===== config.mk =====
export PLATFORM = sky130hd
export DESIGN_NAME = mem_access_unit
export DESIGN_NICKNAME = d
export VERILOG_FILES = /design/src/rtl/mau_pkg.sv /design/src/rtl/mau_lane_align.sv /design/src/rtl/mem_access_unit.sv
export SDC_FILE = /design/constraint.sdc
export NUM_CORES = 1
export LEC_CHECK = 0
export CORE_UTILIZATION = 45
export DETAILED_ROUTE_END_ITERATION = 8
export PLACE_DENSITY = 0.76
export SLEW_MARGIN = 40
export SYNTH_ARGS = -nofsm -noshare
export SYNTH_HDL_FRONTEND = slang
export SYNTH_SLANG_ARGS = --single-unit

===== constraint.sdc =====
create_clock -name clk -period 3 [get_ports clk]
set_clock_uncertainty 0.1 [all_clocks]
set_input_delay 0.9 -clock clk [delete_from_list [all_inputs] [get_ports clk]]
set_output_delay 0.9 -clock clk [all_outputs]
set_load 0.005 [all_outputs]

===== src/rtl/mau_pkg.sv =====
// ============================================================================
// Module      : mau_pkg
// Description : Shared types, FSM state encodings and lane helpers for the
//               memory access unit.
// Revision    : 1.0 - initial release
// ============================================================================
`default_nettype none

package mau_pkg;

    typedef enum logic [1:0] {
        SIZE_BYTE = 2'b00,
        SIZE_HALF = 2'b01,
        SIZE_WORD = 2'b10,
        SIZE_ILL  = 2'b11
    } size_e;

    localparam logic [2:0] ST_IDLE    = 3'd0;
    localparam logic [2:0] ST_SETUP   = 3'd1;
    localparam logic [2:0] ST_RD_STB  = 3'd2;
    localparam logic [2:0] ST_RD_WAIT = 3'd3;
    localparam logic [2:0] ST_MERGE   = 3'd4;
    localparam logic [2:0] ST_WR_STB  = 3'd5;
    localparam logic [2:0] ST_WR_GAP  = 3'd6;
    localparam logic [2:0] ST_RESP    = 3'd7;

    // Little-endian lane pick, then sign- or zero-extend to a full word.
    function automatic logic [31:0] lane_extract(input logic [31:0] word,
                                                 input logic [1:0]  off,
                                                 input size_e       size,
                                                 input logic        sgn);
        logic [31:0] sh;
        logic [31:0] res;
        sh = word >> {off, 3'b000};
        case (size)
            SIZE_BYTE: res = {{24{sgn & sh[7]}}, sh[7:0]};
            SIZE_HALF: res = {{16{sgn & sh[15]}}, sh[15:0]};
            default:   res = word;
        endcase
        return res;
    endfunction

    function automatic logic [31:0] lane_merge(input logic [31:0] old_word,
                                               input logic [31:0] wdata,
                                               input logic [1:0]  off,
                                               input size_e       size);
        logic [4:0]  sh;
        logic [31:0] mask;
        logic [31:0] res;
        sh = {off, 3'b000};
        case (size)
            SIZE_BYTE: mask = 32'h0000_00FF << sh;
            SIZE_HALF: mask = 32'h0000_FFFF << sh;
            default:   mask = 32'hFFFF_FFFF;
        endcase
        res = (old_word & ~mask) | ((wdata << sh) & mask);
        return res;
    endfunction

endpackage

`default_nettype wire


===== src/rtl/mau_lane_align.sv =====
// ============================================================================
// Module      : mau_lane_align
// Description : Combinational load lane extract/extend and store lane merge.
// Revision    : 1.0 - initial release
// ============================================================================
`default_nettype none

module mau_lane_align
    import mau_pkg::*;
(
    input  logic [31:0] ld_word_i,
    input  logic [31:0] st_word_i,
    input  logic [31:0] wdata_i,
    input  logic [1:0]  offset_i,
    input  size_e       size_i,
    input  logic        signed_i,
    output logic [31:0] ld_data_o,
    output logic [31:0] st_word_o
);

    assign ld_data_o = lane_extract(ld_word_i, offset_i, size_i, signed_i);
    assign st_word_o = lane_merge(st_word_i, wdata_i, offset_i, size_i);

endmodule

`default_nettype wire


===== src/rtl/mem_access_unit.sv =====
// ============================================================================
// Module      : mem_access_unit
// Description : Load/store initiator sequencing edge-triggered memRead/memWrite
//               strobes, with read-modify-write for sub-word stores.
//               Define MAU_MISALIGN_TRAP_EN to trap misaligned half/word access.
// Revision    : 1.0 - initial release
// ============================================================================
`default_nettype none

module mem_access_unit
    import mau_pkg::*;
#(
    parameter int ADDR_W    = 32,
    parameter int DATA_W    = 32,
    parameter int MEM_WORDS = 1024,
    parameter int RD_LAT    = 1
) (
    input  logic              clk,
    input  logic              rst,
    input  logic              req_valid,
    output logic              req_ready,
    input  logic              req_write,
    input  logic [1:0]        req_size,
    input  logic              req_signed,
    input  logic [ADDR_W-1:0] req_addr,
    input  logic [DATA_W-1:0] req_wdata,
    output logic              resp_valid,
    output logic [DATA_W-1:0] resp_rdata,
    output logic              resp_err,
    output logic [ADDR_W-1:0] mem_address,
    output logic [DATA_W-1:0] mem_writedata,
    output logic              mem_read,
    output logic              mem_write,
    input  logic [DATA_W-1:0] mem_readdata
);

    localparam int CNT_W = (RD_LAT > 1) ? $clog2(RD_LAT) : 1;
    localparam logic [CNT_W-1:0] CNT_INIT = CNT_W'(RD_LAT - 1);

    logic [2:0]        state_q, state_d;
    logic              ready_q, ready_d;
    logic              resp_valid_q, resp_valid_d;
    logic              resp_err_q, resp_err_d;
    logic [DATA_W-1:0] resp_rdata_q, resp_rdata_d;
    logic              mem_read_q, mem_read_d;
    logic              mem_write_q, mem_write_d;
    logic [ADDR_W-1:0] addr_q, addr_d;
    logic [DATA_W-1:0] wdata_q, wdata_d;
    logic [DATA_W-1:0] rd_word_q, rd_word_d;
    logic              write_q, write_d;
    size_e             size_q, size_d;
    logic              signed_q, signed_d;
    logic [1:0]        off_q, off_d;
    logic [CNT_W-1:0]  cnt_q, cnt_d;

    logic [ADDR_W-1:0] w_idx;
    size_e             w_size;
    logic              w_misalign;
    logic              w_err;
    logic [1:0]        w_off;
    logic [DATA_W-1:0] w_ld_data;
    logic [DATA_W-1:0] w_st_word;

    assign w_idx  = {2'b00, req_addr[ADDR_W-1:2]};
    assign w_size = size_e'(req_size);

`ifdef MAU_MISALIGN_TRAP_EN
    assign w_misalign = ((w_size == SIZE_HALF) && req_addr[0]) ||
                        ((w_size == SIZE_WORD) && (req_addr[1:0] != 2'b00));
`else
    assign w_misalign = 1'b0;
`endif

    assign w_err = (w_size == SIZE_ILL) || (w_idx >= ADDR_W'(MEM_WORDS)) || w_misalign;

    // Offending low bits are dropped so half/word accesses land on their lane.
    always_comb begin
        case (w_size)
            SIZE_HALF: w_off = {req_addr[1], 1'b0};
            SIZE_WORD: w_off = 2'b00;
            default:   w_off = req_addr[1:0];
        endcase
    end

    mau_lane_align u_lane_align (
        .ld_word_i (mem_readdata),
        .st_word_i (rd_word_q),
        .wdata_i   (wdata_q),
        .offset_i  (off_q),
        .size_i    (size_q),
        .signed_i  (signed_q),
        .ld_data_o (w_ld_data),
        .st_word_o (w_st_word)
    );

    always_comb begin
        state_d      = state_q;
        ready_d      = ready_q;
        resp_valid_d = 1'b0;
        resp_err_d   = 1'b0;
        resp_rdata_d = '0;
        mem_read_d   = 1'b0;
        mem_write_d  = 1'b0;
        addr_d       = addr_q;
        wdata_d      = wdata_q;
        rd_word_d    = rd_word_q;
        write_d      = write_q;
        size_d       = size_q;
        signed_d     = signed_q;
        off_d        = off_q;
        cnt_d        = cnt_q;
        case (state_q)
            ST_IDLE: begin
                ready_d = 1'b1;
                if (req_valid && ready_q) begin
                    ready_d  = 1'b0;
                    write_d  = req_write;
                    size_d   = w_size;
                    signed_d = req_signed;
                    off_d    = w_off;
                    if (w_err) begin
                        state_d      = ST_RESP;
                        resp_valid_d = 1'b1;
                        resp_err_d   = 1'b1;
                    end else begin
                        state_d = ST_SETUP;
                        addr_d  = w_idx;
                        if (req_write) begin
                            wdata_d = req_wdata;
                        end
                    end
                end
            end
            ST_SETUP: begin
                if (write_q && (size_q == SIZE_WORD)) begin
                    state_d     = ST_WR_STB;
                    mem_write_d = 1'b1;
                end else begin
                    state_d    = ST_RD_STB;
                    mem_read_d = 1'b1;
                end
            end
            ST_RD_STB: begin
                state_d = ST_RD_WAIT;
                cnt_d   = CNT_INIT;
            end
            ST_RD_WAIT: begin
                if (cnt_q == '0) begin
                    if (write_q) begin
                        rd_word_d = mem_readdata;
                        state_d   = ST_MERGE;
                    end else begin
                        resp_rdata_d = w_ld_data;
                        resp_valid_d = 1'b1;
                        state_d      = ST_RESP;
                    end
                end else begin
                    cnt_d = cnt_q - 1'b1;
                end
            end
            ST_MERGE: begin
                wdata_d     = w_st_word;
                mem_write_d = 1'b1;
                state_d     = ST_WR_STB;
            end
            ST_WR_STB: state_d = ST_WR_GAP;
            ST_WR_GAP: begin
                resp_valid_d = 1'b1;
                state_d      = ST_RESP;
            end
            ST_RESP: begin
                ready_d = 1'b1;
                state_d = ST_IDLE;
            end
            default: state_d = ST_IDLE;
        endcase
    end

    always_ff @(posedge clk) begin
        if (!rst) begin
            state_q      <= ST_IDLE;
            ready_q      <= 1'b0;
            resp_valid_q <= 1'b0;
            resp_err_q   <= 1'b0;
            resp_rdata_q <= '0;
            mem_read_q   <= 1'b0;
            mem_write_q  <= 1'b0;
            addr_q       <= '0;
            wdata_q      <= '0;
            rd_word_q    <= '0;
            write_q      <= 1'b0;
            size_q       <= SIZE_BYTE;
            signed_q     <= 1'b0;
            off_q        <= 2'b00;
            cnt_q        <= '0;
        end else begin
            state_q      <= state_d;
            ready_q      <= ready_d;
            resp_valid_q <= resp_valid_d;
            resp_err_q   <= resp_err_d;
            resp_rdata_q <= resp_rdata_d;
            mem_read_q   <= mem_read_d;
            mem_write_q  <= mem_write_d;
            addr_q       <= addr_d;
            wdata_q      <= wdata_d;
            rd_word_q    <= rd_word_d;
            write_q      <= write_d;
            size_q       <= size_d;
            signed_q     <= signed_d;
            off_q        <= off_d;
            cnt_q        <= cnt_d;
        end
    end

    assign req_ready     = ready_q;
    assign resp_valid    = resp_valid_q;
    assign resp_err      = resp_err_q;
    assign resp_rdata    = resp_rdata_q;
    assign mem_read      = mem_read_q;
    assign mem_write     = mem_write_q;
    assign mem_address   = addr_q;
    assign mem_writedata = wdata_q;

endmodule

`default_nettype wire


==> metrics, run 1 <==
worst path cell trace clkdlybuf4s50_1, ha_1, nor4_1, and4_1, buf_4, o211a_1, a21oi_1, a311oi_1; area grow syn2layout 44.35%; vias per cell about 5.6; Mapped Cells roughly 720; CTS resizes 0; number of global-route vias before repair about 6k; first-pass GRT wire length ~30000 um; post-synthesis cell area approximately 0.0062 mm2; Avg Inst Size Synth about 8.6 um2; # setup viols final 0; Async S/R FF share, synth 0; critical path arrival 2.83 ns; Total GRT Usage 0.2761; CP max stage delay between 0.4 and 0.5 ns; CP max stage cell clkdlybuf4s50_1; WP depth 8; final core occ 0.6697; clock tree sinks 140; fmax about 380 MHz; floorplan row count 42; number of synthesized flops with an enable pin 0; routability cong. approximately 0.86; FF-to-FF path depth 4; Slew @ Worst Pin between 0.7 and 0.8 ns; Worst-Skew Late Latency 0.42 ns; Max-Cap Viols 0; Pwr Density 589.0 mW/mm2; Final Hold Vio Count 0; I/O Buffers 201; Yosys reg bits 140; core area around 0.013 mm2; Worst setup EP type flop; Post-CTS Hold Buffers 0; Slew Limit Fails 0; CTS Root Cell clkbuf_16; DRT Pass-1 Iters 6; post-route ant nets 0; die area ~0.014 mm2; CTS tree built; kind of critical path in -> reg; WP data required approximately 3.2 ns; clock-pin slew on the worst setup and hold paths approximately 0.060 ns; startpoint types input port; Die H ~120 um; CTS buffer count 17; CP startpoint req_size[0]; post-CTS setup buffer count 0; Diodes inserted 0; leak pwr 3.137 nW; initial drt markers 508; predominant post-synthesis flop cell dfxtp_1; largest net degree at the start of global routing 78; reg2reg start size_q[0]; DRC viols 0; DP Worst Slack -0.1057 ns; crit path buf inv count 2; chip width between 100 and 150 um; CTS max path bufs 2; H-tree depth 4; RSZ-0062 raised after global routing no; VDD IR-drop max about 360 uV; Post-DP HPWL 14050 um; post-synth cell types 51; r2r setup slk approximately 0.65 ns; fin crit period approximately 2.6 ns; Avg WL per Cell approximately 18 um; Hold Crit Class reg -> reg; total grt overflow 0; outcome finished clean; cell family with most CP delay compound AO/OA/AOI/OAI gates; Nets roughly 1k; fraction of layout cells with a size suffix above 1 0.09061; sequential area share after synthesis 0.4526; initial antenna violation count 0; Max-slew headroom 0.5041; I/O pins 204; Vias between 6k and 7k; setup ws final roughly 0.40 ns; final WL 19600 um; worst-path fanout max 8; Syn. warnings 0; final worst-path cycle share 0.8668; starting density of the core 0.4639
[worst register-to-register path, delay by kind of cell, from the launching register on]
family	cells	cell delay, ns
DFF	1	0.50
and+or+nand+nor	1	0.42
AOI/OAI and AO/OA	3	1.24
[final cells by class]
type / count / area, um2
tap: 176 / 220.2
sequential: 140 / 2805
fill: 1082 / 4409
inverter: 14 / 52.55
timing repair buffer: 224 / 2235
multi-input combinational: 506 / 3060
clock buffer: 17 / 425.4
clock inverter: 15 / 140.1
[layer usage]
metal | up-vias | part of all wire | GRT usage
li1 | 2939 | - | -
met3 | 36 | 0.085 | 0.07184
met4 | 0 | 0.027 | 0.1172
met5 | - | 0 | 0
met2 | 287 | 0.47 | 0.4513
met1 | 2880 | 0.42 | 0.3432
[cells in the mapped netlist, types with 4 or more instances]
| master | count | area [um2] |
|---|---|---|
| mux2_2 | 8 | 90.09 |
| and2_1 | 24 | 150.1 |
| a21oi_1 | 74 | 370.4 |
| buf_2 | 17 | 85.08 |
| buf_4 | 5 | 37.54 |
| nand2_1 | 148 | 555.5 |
| a211o_1 | 9 | 78.83 |
| buf_1 | 6 | 22.52 |
| o32ai_1 | 8 | 70.07 |
| o22ai_1 | 8 | 50.05 |
| and3_1 | 10 | 62.56 |
| nor2_1 | 46 | 172.7 |
| clkbuf_1 | 34 | 127.6 |
| o221ai_1 | 8 | 70.07 |
| nor4_1 | 5 | 31.28 |
| dfxtp_1 | 140 | 2803 |
| mux2i_1 | 45 | 450.4 |
| nor2b_1 | 4 | 25.02 |
| or3_1 | 8 | 50.05 |
| a221o_1 | 8 | 80.08 |
| a311oi_1 | 8 | 70.07 |
| a22oi_1 | 15 | 112.6 |
| nor3_1 | 14 | 70.07 |
| a221oi_1 | 8 | 70.07 |
| o221a_2 | 7 | 78.83 |
| a222oi_1 | 8 | 80.08 |
| inv_1 | 14 | 52.55 |
[stage by stage]
| stage | area [um2] | TNS (ns) | power (mW) | hold WS (ns) | instances |
|---|---|---|---|---|---|
| 2_1_floorplan | 6196 | 0 | 2.809 | 0.3319 | 724 |
| 3_3_place_gp | 8358 | 0 | 3.255 | 0.3418 | 1060 |
| 3_5_place_dp | 8361 | -1.885 | 3.288 | 0.3427 | 1060 |
| 4_1_cts | 8926 | 0 | 5.285 | 0.3562 | 1092 |
| 5_1_grt | 8939 | 0 | 5.495 | 0.3741 | 1092 |
| 6_report | 8939 | 0 | 5.265 | 0.3562 | 1092 |
[power breakdown]
| part | switching, mW | internal [mW] |
|---|---|---|
| logic | 0.630 | 0.567 |
| clock network | 0.847 | 1.15 |
| registers | 0.114 | 1.95 |
| total | 1.59 | 3.67 |
[worst min-delay path by stage]
stage	cells past startpoint	end	startpoint
2_1_floorplan	2	rd_word_q[16]	rd_word_q[16]
3_3_place_gp	1	mem_address[13]	mem_address[13]
3_5_place_dp	1	mem_address[22]	mem_address[22]
4_1_cts	2	rd_word_q[17]	rd_word_q[17]
5_1_grt	2	rd_word_q[2]	rd_word_q[2]
6_report	2	rd_word_q[0]	rd_word_q[0]
[cells in the final DEF, fill, tap and decap left out, types with 5 or more instances in the layout]
cell and instances:
nand2_1 147, o32ai_1 8, or3_1 8, a222oi_1 8, buf_4 19, a311oi_1 8
mux2_2 8, nor3_1 14, o22ai_1 8, o221ai_1 8, o221a_2 7, dfxtp_1 138
a221oi_1 8, nor2_1 45, inv_1 13, clkdlybuf4s50_1 201, inv_6 5, mux2i_1 45
a211o_1 9, clkbuf_16 17, and2_1 24, clkinv_4 5, a21oi_1 74, and3_1 10
nor4_1 5, a22oi_1 15, a221o_1 8
[logic make-up (layout without fill, tap and decap cells)]
group	after synthesis	in the layout	share of synthesized area
AOI/OAI and AO/OA	178	178	0.2047
adders and majority gates	2	2	0.004041
buffers and inverters	78	270	0.05617
DFF	140	140	0.4526
muxes	53	53	0.08729
other	1	2	0.0006056
and+or+nand+nor	271	271	0.1946
No activity file was read; power rests on OpenSTA's default activity.
==> inputs of run 2 (changes only) <==
--- a/config.mk
+++ b/config.mk
@@ -7,8 +7,10 @@
 export LEC_CHECK = 0
 export CORE_UTILIZATION = 45
 export DETAILED_ROUTE_END_ITERATION = 8
+export MAX_ROUTING_LAYER = met4
 export PLACE_DENSITY = 0.76
 export SLEW_MARGIN = 40
 export SYNTH_ARGS = -nofsm -noshare
 export SYNTH_HDL_FRONTEND = slang
 export SYNTH_SLANG_ARGS = --single-unit
+export TNS_END_PERCENT = 5
==> run 2 against run 1 <==
Non-clock buffer count up 2. Total power up 2.5%. Clock-buffer cell count unchanged.
==> metrics, run 2 (synthesized netlist as in run 1, its figures left out) <==
outcome finished clean; WP data required 3.22 ns (about the same); CTS resizes 0 (unchanged); die area 0.01423 mm2 (unchanged); CTS max path bufs 2 (unchanged); CTS Root Cell clkbuf_16; Pwr Total 5.396 mW (+2.5%); r2r setup slk 0.66 ns (about the same); # setup viols final 0 (unchanged); Total GRT Usage 0.2901 (+0.01396); CTS buffer count 17 (unchanged); Diodes inserted 0 (unchanged); starting density of the core 0.4639 (unchanged); critical path arrival 2.89 ns (+0.06 ns); leak pwr 3.159 nW (+0.72%); DRC viols 0 (unchanged); Max-slew headroom 0.4963 (-0.007745); Worst setup EP type flop; vias per cell 5.662 (+0.66%); Avg WL per Cell 18.25 um (+1.6%); most frequent cells in the layout clkdlybuf4s50_1, nand2_1, dfxtp_1; post-route ant nets 0 (unchanged); Nets 1010 (+0.20%); Post-CTS Hold Buffers 0 (unchanged); fraction of layout cells with a size suffix above 1 0.09150 (+0.0008919); Max-Cap Viols 0 (unchanged); Sequential Area 0.002805 mm2 (unchanged); CTS tree built; Final Hold Slack 0.3544 ns (-0.001793 ns); Pwr Density 601.7 mW/mm2 (+2.1%); Post-DP HPWL 14390 um (+2.5%); I/O Buffers 201 (unchanged); largest net degree at the start of global routing 51 (-35%); Hold Crit Class reg -> reg; FF-to-FF path depth 5 (+1); routability cong. 0.8742 (+2.1%); H-tree depth 4 (unchanged); chip width 119.3 um (unchanged); VDD IR-drop max 407.2 uV (+12%); Cell Count, Final, Fillers Out 1094 (+0.18%); total grt overflow 0 (unchanged); Final Hold Vio Count 0 (unchanged); I/O pins 204 (unchanged); clock-pin slew on the worst setup and hold paths 0.06 ns (about the same); kind of critical path in -> reg; first-pass GRT wire length 31040 um (+2.0%); fmax 375.5 MHz (-2.3%); commonest non-fill, non-tap cell in the layout clkdlybuf4s50_1; RSZ-0062 raised after global routing no; placed cells 1062 (+0.19%); core area 0.01335 mm2 (unchanged); DRT Pass-1 Iters 7 (+1); Die H 119.3 um (unchanged); Reg-to-Reg End resp_rdata[30]; Worst-Skew Late Latency 0.42 ns (about the same); initial drt markers 579 (+14%); initial antenna violation count 0 (unchanged); area grow syn2layout 44.84%; floorplan row count 42 (unchanged); Vias 6194 (+0.85%); worst-path fanout max 8 (unchanged); fin crit period 2.663 ns (+0.06254 ns); Slew Limit Fails 0 (unchanged); area occupied by multi-input gates 0.003057 mm2 (-0.12%); startpoint types input port; final WL 19960 um (+1.8%); reg2reg start off_q[1]; Fillers 1108 (+2.4%); CP startpoint req_size[0]; post-CTS setup buffer count 0 (unchanged); final worst-path cycle share 0.8877 (+0.02085); number of global-route vias before repair 6014 (+1.3%); Slew @ Worst Pin 0.7539 ns (+0.01497 ns); clock tree sinks 140 (unchanged)
[run 2: cell types whose count changed in the layout (fill, tap and decap cells not counted), moves of 2 or more]
| cell | change |
|---|---|
| buf_4 | +3 |
| bufinv_16 | +2 |
| clkinv_2 | +3 |
| clkinv_4 | -2 |
| inv_6 | -3 |
[run 2: how the worst min path moves through the flow]
stage                     slack (ns)            start              end  cells after the start
final                           0.35    rd_word_q[31]    rd_word_q[31]                      2
after detailed placement        0.34  mem_address[10]  mem_address[10]                      1
after CTS                       0.36    rd_word_q[31]    rd_word_q[31]                      2
after global routing            0.38     rd_word_q[5]     rd_word_q[5]                      2
after global placement          0.34  mem_address[15]  mem_address[15]                      1
after floorplan                 0.33    rd_word_q[16]    rd_word_q[16]                      2
[run 2: power by group]
group          leakage (nW)  switching (mW)  internal, mW
Clock                 0.297           0.817          1.30
Combinational          1.73           0.631         0.574
Sequential             1.13           0.115          1.95
Total                  3.16            1.56          3.83
[run 2: layout make-up]
class,instances,share of cell area
well taps,176,0.02455
clock buffers,17,0.04743
clock inverters,15,0.01911
repair buffers,226,0.2494
flip-flops and latches,140,0.3128
multi-input cells,506,0.3408
inverters,14,0.005859
[run 2: routing by layer]
metal,up-vias,global-route usage,part of all wire
met4,0,0.1141,0.028
met3,48,0.06561,0.076
li1,2934,-,-
met1,2897,0.3546,0.42
met2,315,0.4644,0.47
met5,-,-,0
[run 2: through the flow]
| stage | instance area [um2] | setup slack (ns) | utilization | setup TNS (ns) |
|---|---|---|---|---|
| global placement | 8361 | 0.01049 | 0.6264 | 0 |
| global route | 8969 | 0.1976 | 0.6719 | 0 |
| floorplan | 6196 | 0.5534 | - | 0 |
| CTS | 8960 | 0.1826 | 0.6713 | 0 |
| finish | 8969 | 0.3370 | 0.6719 | 0 |
| detailed placement | 8363 | -0.1939 | 0.6265 | -4.133 |
[run 2: worst max-delay path, stage by stage]
cell	delay [ns]
clkdlybuf4s50_1	0.45
ha_1	0.22
nor4_1	0.18
and4_1	0.35
buf_4	0.15
o211a_1	0.27
a21oi_1	0.11
a311oi_1	0.26
==> inputs of run 3 (changes only) <==
--- a/config.mk
+++ b/config.mk
@@ -5,10 +5,12 @@
 export SDC_FILE = /design/constraint.sdc
 export NUM_CORES = 1
 export LEC_CHECK = 0
-export CORE_UTILIZATION = 45
+export ABC_AREA = 0
+export CAP_MARGIN = 40
+export CORE_UTILIZATION = 40
 export DETAILED_ROUTE_END_ITERATION = 8
 export MAX_ROUTING_LAYER = met4
-export PLACE_DENSITY = 0.76
+export PLACE_DENSITY = 0.68
 export SLEW_MARGIN = 40
 export SYNTH_ARGS = -nofsm -noshare
 export SYNTH_HDL_FRONTEND = slang
==> run 3 against run 2 <==
The flow now finishes with violations (design-rule violations). Setup slack improved by 0.072 ns. Total power shrank 1.4%. Non-clock buffer count is 1 higher. Sequential share of layout area is essentially flat. Die area increased by 12%. Hold slack worse by 0.0048 ns. First-iteration DRC count down 11%. Global-route usage fell by 3.2 points. Highest routed layer unchanged. Via count shrank 1.9%. Clock power fell by 3%.
==> metrics, run 3 (synthesized netlist as in run 1, its figures left out) <==
floorplan row count 45 (+7.1%); failing checks design-rule violations; CTS buffer count 17 (unchanged); largest net degree at the start of global routing 62 (+22%); Diodes inserted 0 (unchanged); clock-pin slew on the worst setup and hold paths 0.06 ns (about the same); Die H 126.4 um (+6.0%); Hold Crit Class reg -> reg; H-tree depth 4 (unchanged); fmax 385.9 MHz (+2.8%); VDD IR-drop max 389.7 uV (-4.3%); setup ws final 0.4089 ns (+0.07188 ns); final WL 19990 um (+0.15%); placed cells 1075 (+1.2%); starting density of the core 0.4088 (-0.05507); critical path arrival 2.83 ns (-0.06 ns); Worst setup EP type flop; DRT Pass-1 Iters 7 (unchanged); fin crit period 2.591 ns (-0.07188 ns); Max-slew headroom 0.4863 (-0.01001); Final Hold Vio Count 0 (unchanged); Final Hold Slack 0.3496 ns (-0.004832 ns); initial drt markers 513 (-11%); Cell Count, Final, Fillers Out 1106 (+1.1%); number of global-route vias before repair 5668 (-5.8%); # setup viols final 0 (unchanged); clock tree sinks 140 (unchanged); core area 0.01515 mm2 (+13%); I/O Buffers 201 (unchanged); CTS resizes 0 (unchanged); startpoint types input port; Total GRT Usage 0.2581 (-0.03195); I/O pins 204 (unchanged); post-route ant nets 0 (unchanged); most frequent cells in the layout clkdlybuf4s50_1, nand2_1, dfxtp_1; kind of critical path in -> reg; Nets 1011 (+0.099%); first-pass GRT wire length 30950 um (-0.29%); routability cong. 0.8767 (+0.29%); Avg WL per Cell 18.08 um (-0.94%); WP data required 3.24 ns (+0.02 ns); Fillers 1327 (+20%); Worst-Skew Late Latency 0.42 ns (about the same); outcome finished, violations left; Sequential Area 0.002805 mm2 (unchanged); Slew @ Worst Pin 0.7669 ns (+0.01304 ns); chip width 126.4 um (+6.0%); CTS max path bufs 2 (unchanged); initial antenna violation count 0 (unchanged); Max-Cap Viols 0 (unchanged); Slew Limit Fails 0 (unchanged); die area 0.01598 mm2 (+12%); commonest non-fill, non-tap cell in the layout clkdlybuf4s50_1; worst-path fanout max 18 (+10); RSZ-0062 raised after global routing no; final worst-path cycle share 0.8637 (-0.02396); fraction of layout cells with a size suffix above 1 0.08824 (-0.003268); area grow syn2layout 44.80% (about the same); Vias 6079 (-1.9%); CTS tree built; DP Worst Slack -0.08020 ns (+0.1137 ns); CTS Root Cell clkbuf_16; leak pwr 3.134 nW (-0.80%); Post-CTS Hold Buffers 0 (unchanged); area occupied by multi-input gates 0.003050 mm2 (-0.20%); DRC viols 1 (+1); Pwr Density 593.2 mW/mm2 (-1.4%); Post-DP HPWL 14610 um (+1.5%); post-CTS setup buffer count 0 (unchanged); total grt overflow 0 (unchanged); vias per cell 5.496 (-2.9%)
==> run 3: cell types whose count changed in the layout (fill, tap and decap cells not counted) <==
cell        previous run  this run
a31oi_1                0         1
clkbuf_1               0         2
buf_4                 22        23
clkbuf_8               0         2
clkinv_2               6         2
bufinv_16              3         2
clkinv_4               3         2
clkinvlp_4             1         4
inv_6                  2         0
a31oi_2                1         0
==> run 3: worst paths after layout <==
path	startpoint	end	slack (ns)	depth (start not counted)
worst max-delay path	req_size[0]	mem_writedata[15]	0.41	8
worst min-delay path	rd_word_q[17]	rd_word_q[17]	0.35	2
worst max register to register	off_q[1]	resp_rdata[14]	0.72	4
worst min register to register	rd_word_q[17]	rd_word_q[17]	0.35	2
==> run 3: per-stage QoR <==
stage          setup TNS, ns  power [mW]  instance area [um2]  utilization
2_1_floorplan              0       2.809                 6196            -
3_5_place_dp          -1.334       3.290                 8386       0.5537
3_3_place_gp         -0.6406       3.257                 8383       0.5535
6_report                   0       5.318                 8966       0.5920
4_1_cts                    0       5.341                 8964       0.5918
5_1_grt                    0       5.559                 8966       0.5920
==> run 3: where the power goes <==
group / internal (mW) / switching (mW) / total (mW)
logic: 0.574 / 0.609 / 1.18
clock network: 1.26 / 0.795 / 2.06
registers: 1.95 / 0.125 / 2.08
total: 3.79 / 1.53 / 5.32
==> run 3: area by class of cell <==
class / instances / share of cell area
Multi-Input combinational cell: 506 / 0.3402
Clock inverter: 10 / 0.01312
Sequential cell: 140 / 0.3129
Tap cell: 188 / 0.02624
Timing Repair Buffer: 227 / 0.2503
Inverter: 14 / 0.005861
Clock buffer: 21 / 0.05135
==> run 3: routing by layer <==
metal / vias to the layer above / wire length (um) / track usage
met3: 21 / 1409 / 0.05272
li1: 2941 / - / -
met5: - / 0 / -
met4: 0 / 384 / 0.09780
met2: 253 / 8908 / 0.3728
met1: 2864 / 9289 / 0.3532
==> run 3: critical path: stages <==
cell	delay (ns)
clkdlybuf4s50_1	0.42
ha_1	0.20
nor4_1	0.19
and4_1	0.31
o211ai_2	0.18
buf_4	0.26
a211o_1	0.23
a21oi_1	0.13
